===== src/rtl/msx_audio_pkg.sv =====
// msx_audio_pkg: shared types and helpers for the MSX audio mixer.
package msx_audio_pkg;
    typedef enum logic [1:0] {IDLE, ACC, SAT} mix_state_t;

    function automatic int acc_width(input int in_w, input int gain_w, input int channels);
        return in_w + gain_w + 2 + $clog2(channels);
    endfunction

    function automatic logic signed [63:0] sat_clamp(input logic signed [63:0] value, input int width);
        logic signed [63:0] hi;
        logic signed [63:0] lo;
        hi = (64'sd1 <<< (width - 1)) - 64'sd1;
        lo = -(64'sd1 <<< (width - 1));
        return value > hi ? hi : (value < lo ? lo : value);
    endfunction
endpackage


===== src/rtl/msx_audio_mixer_if.sv =====
// msx_audio_mixer_if: sample, gain-config and mixed-output signals of the audio mixer.
interface msx_audio_mixer_if #(
    parameter int CHANNELS = 4,
    parameter int IN_W     = 16,
    parameter int GAIN_W   = 4,
    parameter int OUT_W    = 16
) ();
    localparam int CH_W = $clog2(CHANNELS);
    logic                       sample_stb;
    logic [CHANNELS*IN_W-1:0]   ch_data;
    logic                       cfg_we;
    logic [CH_W-1:0]            cfg_ch;
    logic [GAIN_W-1:0]          cfg_gain;
    logic signed [OUT_W-1:0]    audio_out;
    logic                       out_valid;
    logic                       clip;
    logic                       overrun;
    logic                       busy;

    modport master (
        output sample_stb, ch_data, cfg_we, cfg_ch, cfg_gain,
        input  audio_out, out_valid, clip, overrun, busy
    );
    modport slave (
        input  sample_stb, ch_data, cfg_we, cfg_ch, cfg_gain,
        output audio_out, out_valid, clip, overrun, busy
    );
endinterface


===== src/rtl/msx_audio_mac.sv =====
// msx_audio_mac: one channel's extended sample times gain, floor-shifted to accumulator width.
module msx_audio_mac #(
    parameter int IN_W       = 16,
    parameter int GAIN_W     = 4,
    parameter int GAIN_SHIFT = 3,
    parameter int ACC_W      = 24
) (
    input  logic [IN_W-1:0]          sample,
    input  logic                     is_unsigned,
    input  logic [GAIN_W-1:0]        gain,
    output logic signed [ACC_W-1:0]  term
);
    localparam int PW = IN_W + GAIN_W + 2;
    logic signed [IN_W:0]   ext;
    logic signed [GAIN_W:0] g;
    logic signed [PW-1:0]   prod;
    logic signed [PW-1:0]   shifted;

    assign ext     = {is_unsigned ? 1'b0 : sample[IN_W-1], sample};
    assign g       = {1'b0, gain};
    assign prod    = ext * g;
    assign shifted = prod >>> GAIN_SHIFT;
    assign term    = {{(ACC_W-PW){shifted[PW-1]}}, shifted};
endmodule


===== src/rtl/msx_audio_mixer.sv =====
// msx_audio_mixer: time-multiplexed gain mixer with saturation, one channel per clk21m cycle.
module msx_audio_mixer
    import msx_audio_pkg::*;
#(
    parameter int                  CHANNELS      = 4,
    parameter int                  IN_W          = 16,
    parameter int                  GAIN_W        = 4,
    parameter int                  GAIN_SHIFT    = 3,
    parameter int                  OUT_W         = 16,
    parameter logic [CHANNELS-1:0] UNSIGNED_MASK = '0
) (
    input logic                clk21m,
    input logic                reset,
    msx_audio_mixer_if.slave   bus
);
    localparam int CH_W  = $clog2(CHANNELS);
    localparam int ACC_W = acc_width(IN_W, GAIN_W, CHANNELS);
    localparam logic [GAIN_W-1:0] UNITY = GAIN_W'(1 << GAIN_SHIFT);

    mix_state_t               state;
    logic [GAIN_W-1:0]        gain      [CHANNELS];
    logic [GAIN_W-1:0]        snap_gain [CHANNELS];
    logic [IN_W-1:0]          snap_data [CHANNELS];
    logic signed [ACC_W-1:0]  acc;
    logic signed [ACC_W-1:0]  term;
    logic [CH_W-1:0]          idx;
    logic signed [63:0]       acc64;
    logic signed [63:0]       sat_val;

    msx_audio_mac #(
        .IN_W(IN_W), .GAIN_W(GAIN_W), .GAIN_SHIFT(GAIN_SHIFT), .ACC_W(ACC_W)
    ) mac (
        .sample(snap_data[idx]),
        .is_unsigned(UNSIGNED_MASK[idx]),
        .gain(snap_gain[idx]),
        .term(term)
    );

    assign acc64    = {{(64-ACC_W){acc[ACC_W-1]}}, acc};
    assign sat_val  = sat_clamp(acc64, OUT_W);
    assign bus.busy = state != IDLE;

    always_ff @(posedge clk21m or posedge reset) begin
        if (reset) begin
            state         <= IDLE;
            acc           <= '0;
            idx           <= '0;
            bus.audio_out <= '0;
            bus.out_valid <= 1'b0;
            bus.clip      <= 1'b0;
            bus.overrun   <= 1'b0;
            for (int i = 0; i < CHANNELS; i++) begin
                gain[i]      <= UNITY;
                snap_gain[i] <= '0;
                snap_data[i] <= '0;
            end
        end else begin
            bus.out_valid <= 1'b0;
            bus.clip      <= 1'b0;
            bus.overrun   <= bus.sample_stb && state != IDLE;
            // The snapshot below reads the pre-edge gain, so a same-cycle write lands next sample.
            if (bus.cfg_we && int'(bus.cfg_ch) < CHANNELS)
                gain[bus.cfg_ch] <= bus.cfg_gain;
            case (state)
                IDLE: if (bus.sample_stb) begin
                    for (int i = 0; i < CHANNELS; i++) begin
                        snap_data[i] <= bus.ch_data[i*IN_W +: IN_W];
                        snap_gain[i] <= gain[i];
                    end
                    acc   <= '0;
                    idx   <= '0;
                    state <= ACC;
                end
                ACC: begin
                    acc <= acc + term;
                    idx <= idx + 1'b1;
                    if (idx == CH_W'(CHANNELS - 1))
                        state <= SAT;
                end
                SAT: begin
                    bus.audio_out <= sat_val[OUT_W-1:0];
                    bus.clip      <= sat_val != acc64;
                    bus.out_valid <= 1'b1;
                    state         <= IDLE;
                end
                default: state <= IDLE;
            endcase
        end
    end
endmodule


===== src/flat_wrapper.sv =====
// flat-port wrapper written by rule: the top's interface ports become plain ports
module msx_audio_mixer_flat import msx_audio_pkg::*;
#(
    parameter int                  CHANNELS      = 4,
    parameter int                  IN_W          = 16,
    parameter int                  GAIN_W        = 4,
    parameter int                  GAIN_SHIFT    = 3,
    parameter int                  OUT_W         = 16,
    parameter logic [CHANNELS-1:0] UNSIGNED_MASK = '0
)
  (clk21m, reset, bus_sample_stb, bus_ch_data, bus_cfg_we, bus_cfg_ch, bus_cfg_gain, bus_audio_out, bus_out_valid, bus_clip, bus_overrun, bus_busy);
  msx_audio_mixer_if #(.CHANNELS(CHANNELS), .IN_W(IN_W), .GAIN_W(GAIN_W), .OUT_W(OUT_W)) bus_i ();
  input logic clk21m;
  input logic reset;
  input wire logic [$bits(bus_i.sample_stb)-1:0] bus_sample_stb;
  input wire logic [$bits(bus_i.ch_data)-1:0] bus_ch_data;
  input wire logic [$bits(bus_i.cfg_we)-1:0] bus_cfg_we;
  input wire logic [$bits(bus_i.cfg_ch)-1:0] bus_cfg_ch;
  input wire logic [$bits(bus_i.cfg_gain)-1:0] bus_cfg_gain;
  output wire logic [$bits(bus_i.audio_out)-1:0] bus_audio_out;
  output wire logic [$bits(bus_i.out_valid)-1:0] bus_out_valid;
  output wire logic [$bits(bus_i.clip)-1:0] bus_clip;
  output wire logic [$bits(bus_i.overrun)-1:0] bus_overrun;
  output wire logic [$bits(bus_i.busy)-1:0] bus_busy;
  assign bus_i.sample_stb = bus_sample_stb;
  assign bus_i.ch_data = bus_ch_data;
  assign bus_i.cfg_we = bus_cfg_we;
  assign bus_i.cfg_ch = bus_cfg_ch;
  assign bus_i.cfg_gain = bus_cfg_gain;
  assign bus_audio_out = bus_i.audio_out;
  assign bus_out_valid = bus_i.out_valid;
  assign bus_clip = bus_i.clip;
  assign bus_overrun = bus_i.overrun;
  assign bus_busy = bus_i.busy;
  msx_audio_mixer #(.CHANNELS(CHANNELS), .IN_W(IN_W), .GAIN_W(GAIN_W), .GAIN_SHIFT(GAIN_SHIFT), .OUT_W(OUT_W), .UNSIGNED_MASK(UNSIGNED_MASK)) u_core (.clk21m(clk21m), .reset(reset), .bus(bus_i));
endmodule

===== config.mk =====
export PLATFORM = sky130hd
export DESIGN_NAME = msx_audio_mixer_flat
export DESIGN_NICKNAME = d
export VERILOG_FILES = /design/src/rtl/msx_audio_pkg.sv /design/src/rtl/msx_audio_mixer_if.sv /design/src/rtl/msx_audio_mac.sv /design/src/rtl/msx_audio_mixer.sv /design/src/flat_wrapper.sv
export SDC_FILE = /design/constraint.sdc
export NUM_CORES = 1
export LEC_CHECK = 0
export ABC_AREA = 1
export BUFFER_PORTS_ARGS = -buffer_cell sky130_fd_sc_hd__clkbuf_2
export CAP_MARGIN = 20
export CELL_PAD_IN_SITES_DETAIL_PLACEMENT = 1
export CELL_PAD_IN_SITES_GLOBAL_PLACEMENT = 1
export CORE_ASPECT_RATIO = 1.5
export CORE_MARGIN = 8
export CORE_UTILIZATION = 41
export CTS_BUF_LIST = sky130_fd_sc_hd__clkbuf_4
export CTS_CLUSTER_SIZE = 16
export DETAILED_ROUTE_END_ITERATION = 12
export GPL_TIMING_DRIVEN = 0
export HOLD_SLACK_MARGIN = 0.02
export MAX_ROUTING_LAYER = met4
export PLACE_DENSITY = 0.82
export SETUP_SLACK_MARGIN = 0.02
export SYNTH_ARGS = -nofsm -noshare
export SYNTH_HDL_FRONTEND = slang
export SYNTH_SLANG_ARGS = --single-unit

===== constraint.sdc =====
create_clock -name clk21m -period 5 [get_ports clk21m]
set_input_delay 0.5 -clock clk21m [delete_from_list [all_inputs] [get_ports clk21m]]
set_output_delay 0.5 -clock clk21m [all_outputs]
set_load 0.01 [all_outputs]

==> results.toml, run 1 <==
[status]
outcome = "complete, but fails checks"
violations = "setup timing"

[synth]
synth_area_sq_um = 9830
async_flop_share_pct = 100
ys_ff_latch = 143
synth_ff_type = "dfrtp_1"
synth_area_leaders = "dfrtp_1 (35%), nand2_1 (16%), ha_1 (8.3%)"
synthDominantCellAreaShare_pct = 35.4
synth.largest_area_cell = "dfrtp_1"
yosysUniqueCellTypes = 49
synth_edf_count = 0
synth_fp_nets = 1472
yosysSeqAreaShare_pct = 36.5
ys_warn_count = 0
synth_cells = 1298
avgSynthCellArea_sq_um = 7.57

[critical_path]
critPathKind = "reg2reg"
crit_path_end_kind = "flip-flop"
slowest_delay_ns = 0.54
arrival_ns = 6.85
cp_max_fo = 5
crit_top_cell = "buf_6"
cp-start-kind = "flip-flop"
cp.required_ns = 5.48
cp_slowest_cell = "o22ai_1"

[floorplan]
num_io_pins = 94
die-area_sq_um = 29300
core.rowCount = 69
die_h_um = 206
die_w_um = 142
start_util_pct = 41.5
core_sq_um = 23700

[final_layout]
final_common_cell = "nand2_1"
multi_input_area_sq_um = 7560
nets = 1716
regArea_sq_um = 3580
area_growth_pct = 45.9
final_util_pct = 60.6
drive_gt1_share_pct = 38.4
fillCellCount = 2824
final_cell_mix = "nand2_1 (368), dfrtp_1 (138), inv_1 (107), buf_4 (105), clkbuf_2 (94)"

[routing]
via_count = 11300
wl_per_cell_um = 27.3
drt_first_pass_iters = 5
route.detailed.drc = 0
first_iter_violations = 831
met2WireLength_um = 26400
wl_met3_um = 2580
wl_um = 51100
vias_per_cell = 6.03
dr.max_layer_used = "met4"
detail-route-antenna-nets = 0
wl_met1_um = 17500

[clocking]
htreeDepth = 4
cts_root_buf = "clkbuf_4"
insertion_delay_ns = 0.66
cts_sinks = 143
cts_tree = "done"
cts_inserted_buffers = 17
clk_pin_slew_ns = 0.17
clockBufferDepth = 2

[placement]
place_congestion = 0.882
dp_hpwl_um = 24600
io_buffers = 93
place_ws_ns = -1.22

[global_route]
grt-ovfl-total = 0
grt_antenna_before_repair = 1
grt_pass1_wl_um = 60700
grt_start_max_net_pins = 95
grtUsageTotal_pct = 27.5
grt_pass1_vias = 11700

[sta]
max_freq_mhz = 157
setup_slack_ns = -1.37
rsz0062_at_grt = "true"
setup_violations = 21
slew_viol_final = 0
min_period_over_period_pct = 127
period_needed_ns = 6.37
finClkSkew_ns = 0.0489
hold_viol_final = 0
tightest_slew_ns = 1.11
relSlewSlack_pct = 26.0

[hold_path]
hp-class = "in2reg"

[job]
cap_violations = 0
cells by family (layout without fill, tap and decap cells):
kind of cell / Yosys count / after routing / synth area share [%]
other cells: 0 / 1 / 0
simple gates: 625 / 625 / 25.9
flops: 143 / 143 / 36.5
buf+inv: 195 / 451 / 7.83
compound gates: 209 / 209 / 12.1
fa+ha+maj: 100 / 100 / 15.4
xor+xnor: 26 / 26 / 2.32
synthesized netlist by cell type, types with 14 or more instances:
master and n:
clkbuf_1 30, fa_1 35, ha_1 65, a21oi_1 89, dfrtp_1 139, nand3_1 37, xor2_1 20, nand2_1 422
o22ai_1 14, nor2_1 117, o21ai_0 63, inv_1 150
area by class of cell:
class                   count  area share (%)
multi-input cells         960            52.7
clock buffers              18           0.943
clock inverters            13           0.917
flip-flops and latches    143            25.0
plain buffers              41            1.98
diodes                      1          0.0175
well taps                 319            2.78
inverters                 154            4.17
repair buffers            225            11.5
worst max-delay path: cells and delay by family (launching register included):
family,cells,cell delay [ns]
AO/OA/AOI/OAI,6,1.50
XOR/XNOR,1,0.19
adder cells (fa/ha/maj),5,1.86
buffers and inverters,15,1.65
flip-flops,1,0.42
AND/OR/NAND/NOR,5,0.60
per-layer routing:
| metal | track usage (%) | up-vias |
|---|---|---|
| met1 | 25.7 | 5597 |
| met3 | 4.74 | 360 |
| met4 | 19.0 | 0 |
| met2 | 50.2 | 695 |
| li1 | - | 4641 |
| met5 | - | - |
registers in the layout, indices dropped and copies added, names as in the netlist:
name                  cells
u_core.bus.overrun        1
u_core.snap_data         64
u_core.acc               24
u_core.snap_gain         16
u_core.bus.clip           1
u_core.state              2
u_core.bus.out_valid      1
u_core.bus.audio_out     16
u_core.idx                2
u_core.gain              16
repair_timing:
item | CTS | global route
resized for setup | 237 | 209
hold buffers | 1 | 0
gates cloned | 1 | 1
setup endpoints to repair | 21 | 21
pin swaps | 135 | 110
setup buffers | 73 | 56
endpoints found under the hold margin | 49 | 0
path summary, 6_finish.rpt:
check                                          start                    to  slack (ns)  cells past startpoint
worst min-delay path                 bus_ch_data[33]  u_core.snap_data[17]        0.06                      3
worst max-delay path                   u_core.idx[0]         u_core.acc[7]       -1.37                     32
max in group asynchronous                      reset  u_core.snap_data[14]        3.66                      4
worst min register to register  u_core.snap_data[58]  u_core.snap_data[58]        0.50                      2
worst max register to register         u_core.idx[0]         u_core.acc[7]       -1.37                     32
min in group asynchronous                      reset        u_core.acc[11]        0.43                      3
metrics by stage:
stage                     area [sq um]  setup TNS, ns  hold slack, ns  std cells
after floorplan                  10100         -0.278           0.437       1298
after global placement           11000        -153.15           0.448       1710
after detailed placement         11000         -17.99           0.453       1711
after CTS                        12900          -8.08          0.0523       1817
after global routing             14300         -24.42          0.0710       1874
final                            14300         -21.87          0.0601       1874
Power of run 1 is not shown: default switching activity piles up to over one toggle a cycle in this logic, so the estimate is an artifact.
==> inputs of run 2 (changes only) <==
Settings changed: CORE_MARGIN 8 to not set, CORE_UTILIZATION 41 to 40, CTS_BUF_LIST sky130_fd_sc_hd__clkbuf_4 to sky130_fd_sc_hd__clkbuf_8 sky130_fd_sc_hd__clkbuf_16, PLACE_DENSITY 0.82 to 0.81.
Clock period 5 ns to 5.34 ns, I/O delays scaled along.
==> run 2 against run 1 <==
Compared with the run above: the run still ends with setup timing left; maximum frequency is 2.8% lower; register-to-register slack improved by 0.16 ns; non-clock buffer count shrank 39; clock skew decreased by 0.031 ns; die area fell by 14%; final cell count decreased by 2.1%; global-route usage is 3.6 points higher; via count shrank 5.4%; first-iteration DRC count decreased by 27%; core utilization decreased by 2.7 points; critical path depth fell by 3.
==> results.toml, run 2 (same netlist as run 1, synthesis figures left out) <==
[final_layout]
largest_reg_flops = 64
area_growth_pct = 41.0
final_util_pct = 57.9
fillCellCount = 2821
drive_gt1_share_pct = 34.6
regArea_sq_um = 3580
final_cell_mix = "nand2_1 (378), dfrtp_1 (138), inv_1 (119), clkbuf_2 (93), buf_4 (82)"
final_common_cell = "nand2_1"
nets = 1677
multi_input_area_sq_um = 7160
diodes = 0
reg.largest.list = "u_core.snap_data (64), u_core.acc (24)"
regMostFlops = "u_core.snap_data"

[clocking]
clockBufferDepth = 2
cts_sinks = 143
hold_buffers = 0
clk_pin_slew_ns = 0.08
insertion_delay_ns = 0.46
cts_root_buf = "clkbuf_16"
cts_inserted_buffers = 17
cts_tree = "done"
htreeDepth = 4

[sta]
tns_ns = -16.67
hold_viol_final = 0
relSlewSlack_pct = 22.3
setup_violations = 20
min_period_over_period_pct = 123
max_freq_mhz = 153
setup_slack_ns = -1.21
rsz0062_at_grt = "true"
finClkSkew_ns = 0.0182
slew_viol_final = 0
tightest_slew_ns = 1.16
period_needed_ns = 6.55

[placement]
place_congestion = 0.897
dp_hpwl_um = 23400
io_buffers = 93
place_ws_ns = -1.22

[routing]
detail-route-antenna-nets = 0
drt_first_pass_iters = 5
via_count = 10700
wl_um = 45000
wl_per_cell_um = 24.5
first_iter_violations = 605
route.detailed.drc = 0
vias_per_cell = 5.82

[status]
violations = "setup timing"
outcome = "complete, but fails checks"

[global_route]
grt_antenna_before_repair = 0
grt_pass1_wl_um = 57800
grt_pass1_vias = 11300
grt-ovfl-total = 0
grtUsageTotal_pct = 31.1
grt_start_max_net_pins = 94

[floorplan]
start_util_pct = 41.1
core_sq_um = 23900
core.rowCount = 69
num_io_pins = 94
die-area_sq_um = 25200
die_h_um = 194
die_w_um = 130

[critical_path]
crit_buf_inv = 8
cp.required_ns = 5.65
critPathKind = "reg2reg"
cp-start-kind = "flip-flop"
path_delay_family = "adder cells"
crit_top_cell = "inv_1"
crit_path_end_kind = "flip-flop"
slowest_delay_ns = 0.73
arrival_ns = 6.86
cp_slowest_cell = "fa_1"
cp_max_fo = 10

[hold_path]
hp-class = "in2async"

[job]
cap_violations = 0
[run 2: worst paths after layout]
| check | cells after the start | slack, ns | startpoint | endpoint |
|---|---|---|---|---|
| min in group clk21m | 3 | 0.28 | bus_ch_data[35] | u_core.snap_data[19] |
| worst max-delay path | 29 | -1.21 | u_core.idx[0] | u_core.acc[15] |
| worst min-delay path | 2 | 0.12 | reset | u_core.acc[2] |
| worst min register to register | 2 | 0.48 | u_core.snap_data[38] | u_core.snap_data[38] |
| max in group asynchronous | 3 | 4.36 | reset | u_core.snap_data[44] |
| worst max register to register | 29 | -1.21 | u_core.idx[0] | u_core.acc[15] |
[run 2: cell type report]
class / count / share of cell area [%]
timing repair buffer: 186 / 9.18
buffer: 41 / 1.99
inverter: 154 / 4.28
sequential: 143 / 25.9
clock buffer: 18 / 3.17
multi-input combinational: 960 / 51.6
tap: 319 / 2.88
clock inverter: 14 / 0.975
[run 2: repair_timing]
item | in CTS | in global routing
gates cloned | 1 | 1
setup buffers | 52 | 39
gates resized for setup | 251 | 166
pin swaps | 90 | 118
setup endpoints to repair | 21 | 20
[run 2: layer usage]
metal	wire [um]	track usage (%)
met5	0	-
met4	4510	22.4
met3	2580	4.64
met2	23200	55.2
met1	14800	30.0
[run 2: per-stage QoR]
stage | std cells | cell area, sq um | hold WS [ns]
finish | 1835 | 13900 | 0.119
global route | 1835 | 13900 | 0.184
CTS | 1796 | 12800 | 0.149
detailed placement | 1711 | 10800 | 0.453
global placement | 1710 | 10700 | 0.448
floorplan | 1298 | 9880 | 0.437
Power of run 2 is left out for the same reason.
